## src/rtl/immediate_sign_extend.sv

```systemverilog
// Decode-stage immediate extension: widens the instruction immediate to the
// datapath width in one of four modes, with a registered result and valid flag.
module immediate_sign_extend #(
    parameter int IMM_W = 16,
    parameter int OUT_W = 32
) (
    input  logic             clk,
    input  logic             rst,
    input  logic [IMM_W-1:0] instr,
    input  logic [1:0]       mode,
    input  logic             in_valid,
    output logic [OUT_W-1:0] extendImm,
    output logic             out_valid
);

    localparam int EXT_W = OUT_W - IMM_W;

    localparam logic [1:0] MODE_SEXT      = 2'b00;
    localparam logic [1:0] MODE_ZEXT      = 2'b01;
    localparam logic [1:0] MODE_SEXT_SHL2 = 2'b10;
    localparam logic [1:0] MODE_UPPER     = 2'b11;

    logic             sign;
    logic [OUT_W-1:0] imm_sext;
    logic [OUT_W-1:0] imm_zext;
    logic [OUT_W-1:0] imm_shl2;
    logic [OUT_W-1:0] imm_upper;
    logic [OUT_W-1:0] imm_next;

    assign sign      = instr[IMM_W-1];
    assign imm_sext  = {{EXT_W{sign}}, instr};
    assign imm_zext  = {{EXT_W{1'b0}}, instr};
    // Word-offset scaling: the two MSBs of the sign-extended value fall off.
    assign imm_shl2  = {imm_sext[OUT_W-3:0], 2'b00};
    assign imm_upper = {instr, {EXT_W{1'b0}}};

    always_comb begin
        imm_next = imm_sext;
        unique case (mode)
            MODE_SEXT:      imm_next = imm_sext;
            MODE_ZEXT:      imm_next = imm_zext;
            MODE_SEXT_SHL2: imm_next = imm_shl2;
            MODE_UPPER:     imm_next = imm_upper;
            default:        imm_next = imm_sext;
        endcase
    end

    // mode/instr only reach the flops when in_valid is high, so idle X on them is harmless.
    always_ff @(posedge clk) begin
        if (rst) begin
            extendImm <= '0;
            out_valid <= 1'b0;
        end else if (in_valid) begin
            extendImm <= imm_next;
            out_valid <= 1'b1;
        end else begin
            out_valid <= 1'b0;
        end
    end

endmodule

```

## config.mk

```make
export PLATFORM = sky130hd
export DESIGN_NAME = immediate_sign_extend
export DESIGN_NICKNAME = d
export VERILOG_FILES = /design/src/rtl/immediate_sign_extend.sv
export SDC_FILE = /design/constraint.sdc
export NUM_CORES = 1
export LEC_CHECK = 0
export CORE_MARGIN = 4
export CORE_UTILIZATION = 42
export CTS_CLUSTER_DIAMETER = 50
export DETAILED_ROUTE_END_ITERATION = 6
export PLACE_DENSITY_LB_ADDON = 0.2
export SYNTH_ARGS = -nofsm -noshare
export SYNTH_HDL_FRONTEND = slang
export SYNTH_SLANG_ARGS = --single-unit
```

## constraint.sdc

```tcl
create_clock -name clk -period 1.25 [get_ports clk]
set_input_delay 0.3125 -clock clk [delete_from_list [all_inputs] [get_ports clk]]
set_output_delay 0.3125 -clock clk [all_outputs]
set_load 0.005 [all_outputs]
```

==> flow_summary.toml <==
[flow_run]
cap_violations = 0

[logic_synthesis]
synth_area_mm2 = 0.00137
syn_nets = 184
avgSynthCellArea_um2 = 8.39
yosysSeqAreaShare_pct = 48.3
synth.distinct_cells = 26
yosys_warnings = 0
syn_inst = 163
ys_seq_elements = 33

[timing]
clock_skew_ps = 0
min_period_over_period_pct = 95.8
fin_hold_ws_ps = 405
drv_slew = 0
setup_viol_count_final = 0
tns_ps = 0
setup_ws_ps = 52.7
fmax_mhz = 835
hold_violations = 0
tightest_slew_ps = 346
relSlewSlack_pct = 76.9
finalCriticalPeriod_ps = 1200

[critical_path]
worstSetupEndpointType = "output port"
crit_buf_inv = 1
required_ps = 940
cpLargestDelayFamily = "flip-flops"
cp_slowest_cell = "dfxtp_2"
path_cells = "clkdlybuf4s15_1"
arrival_ps = 880
critPathKind = "register to output port"
cp-start-kind = "register"
slowest_delay_ps = 350
cp_max_fo = 2

[floorplan]
die_x_um = 65.1
die_h_um = 65.1
start_util_pct = 44.4
io-pin-count = 54
rows = 20
die_area_mm2 = 0.00423
core_mm2 = 0.00308

[grt]
globalRouteMet2Util_pct = 30.9
grt_pass1_wl_mm = 6.18
grt_max_degree = 34
grt_antenna_before_repair = 0
grt_pass1_vias = 1305
top_usage_layer = "met2"
grt.total_usage_pct = 19.1
grtUsageMet3_pct = 7.63
use_met1_pct = 23.0
overflow = 0

[layout]
drive_gt1_share_pct = 29.6
regArea_um2 = 699
fin_area_mm2 = 0.00209
final_core_util_pct = 67.8
final_nets = 246
fillers = 272
layout_common_cells = "31 x dfxtp_2, 29 x nand2_1, 24 x clkdlybuf4s15_1"
n_antenna_cell = 0
syn2layout_area_growth_pct = 52.5
multi_input_area_um2 = 636
final_common_cell = "dfxtp_2"

[clocking]
cts_tree = "yes"
cts.sinks = 33
clk_latency_ps = 330
cts_buffers = 5
path_clk_slew_ps = 110
cts-root-buf = "clkbuf_4"
cts_buffer_depth = 2
htreeDepth = 2
cts_hold_buf = 0

[detailed_routing]
antenna_left = 0
firstDrtPassIters = 5
vias_per_cell = 5.08
dr_total_vias = 1372
routed_wl_mm = 3.96
wl_per_cell_um = 14.7
drtIter0Drc = 59
drc = 0

[pwr]
p_leak_nw = 0.830
power_frac_comb_pct = 16.7
p_int_mw = 1.83
p_sw_uw = 588
seqPwrFrac_pct = 48.2
pwr-share-clk_pct = 35.2
ir_drop_mv = 0.748
swShare_pct = 24.4
powerDensity_mw_per_mm2 = 1160

[min_path]
hold_path.class = "primary input to register"

[placement]
dp_slack_ps = -370
place_area_mm2 = 0.00196
port_buffers = 53
dp_hpwl_mm = 2.71
place.gp.congestion = 0.839

[status]
status = "finished clean"
==> power by group through the flow <==
stage	combinational [mW]	sequential [mW]	clock, mW
floorplan	0.158	1.18	0
global placement	0.415	1.17	0
detailed placement	0.423	1.17	0
CTS	0.387	1.16	0.855
global route	0.437	1.17	0.921
finish	0.403	1.16	0.849
==> Yosys cell counts <==
cell      count  area (um2)
a21boi_1      1        7.51
o21ai_0      13        65.1
o211ai_1      1        7.51
buf_2         1        5.00
and2b_1       1        7.51
nand2_1      29         109
buf_8         1        15.0
nor2_1       18        67.6
a21oi_1      16        80.1
nand2b_1      1        6.26
nand3_1       1        5.00
nor2b_1      16         100
and2_1        1        6.26
inv_1         1        3.75
clkbuf_1      3        11.3
and4bb_2      1        12.5
buf_6         1        11.3
clkbuf_4      1        7.51
a311oi_1      2        17.5
clkbuf_2      1        5.00
buf_4         4        30.0
nand2b_2      1        8.76
a21o_1        1        7.51
a211oi_1     13        97.6
dfxtp_1      33         661
a211oi_2      1        12.5
==> cell families after synthesis <==
| group | share of synthesized area, % |
|---|---|
| AND/OR/NAND/NOR | 23.6 |
| AO/OA/AOI/OAI | 21.6 |
| flip-flops | 48.3 |
| buffers and inverters | 6.49 |
==> metrics by stage <==
step / power [mW] / std cells
floorplan: 1.33 / 163
global placement: 1.59 / 259
detailed placement: 1.60 / 259
CTS: 2.40 / 269
global route: 2.53 / 270
finish: 2.41 / 270
==> worst paths after layout <==
path                 start             to  slack, ps  cells past startpoint
max          extendImm[31]  extendImm[31]         50                      1
min                mode[0]  extendImm[16]        400                      3
min reg2reg  extendImm[20]  extendImm[20]        490                      2
max reg2reg   extendImm[4]   extendImm[4]        450                      3
==> flip-flops by register name (all words and copies together) (netlist names) <==
name	count
extendImm	32
out_valid	1
==> timing repair <==
item	in CTS	in global routing
resized for setup	66	48
setup buffers	2	1
endpoints found under the setup margin	37	37
pin swaps	0	0
==> per-layer routing <==
layer  vias up  routed length [um]
met5         -                   0
met4         0                  52
met3         6                 291
met2        52                1900
met1       636                1720
li1        678                   -
==> cell type report <==
cell class | count | area share, %
inverters | 1 | 0.180
clock buffers | 7 | 2.64
well taps | 44 | 2.64
repair buffers | 67 | 29.1
multi-input cells | 117 | 30.5
flip-flops and latches | 33 | 33.5
clock inverters | 1 | 1.44
==> worst register-to-register path: stages, from the launching register on <==
cell and delay (ps):
dfxtp_2 340, and2b_1 140, a21oi_1 110, o21ai_0 90
Power figures use the tool's default switching activity.
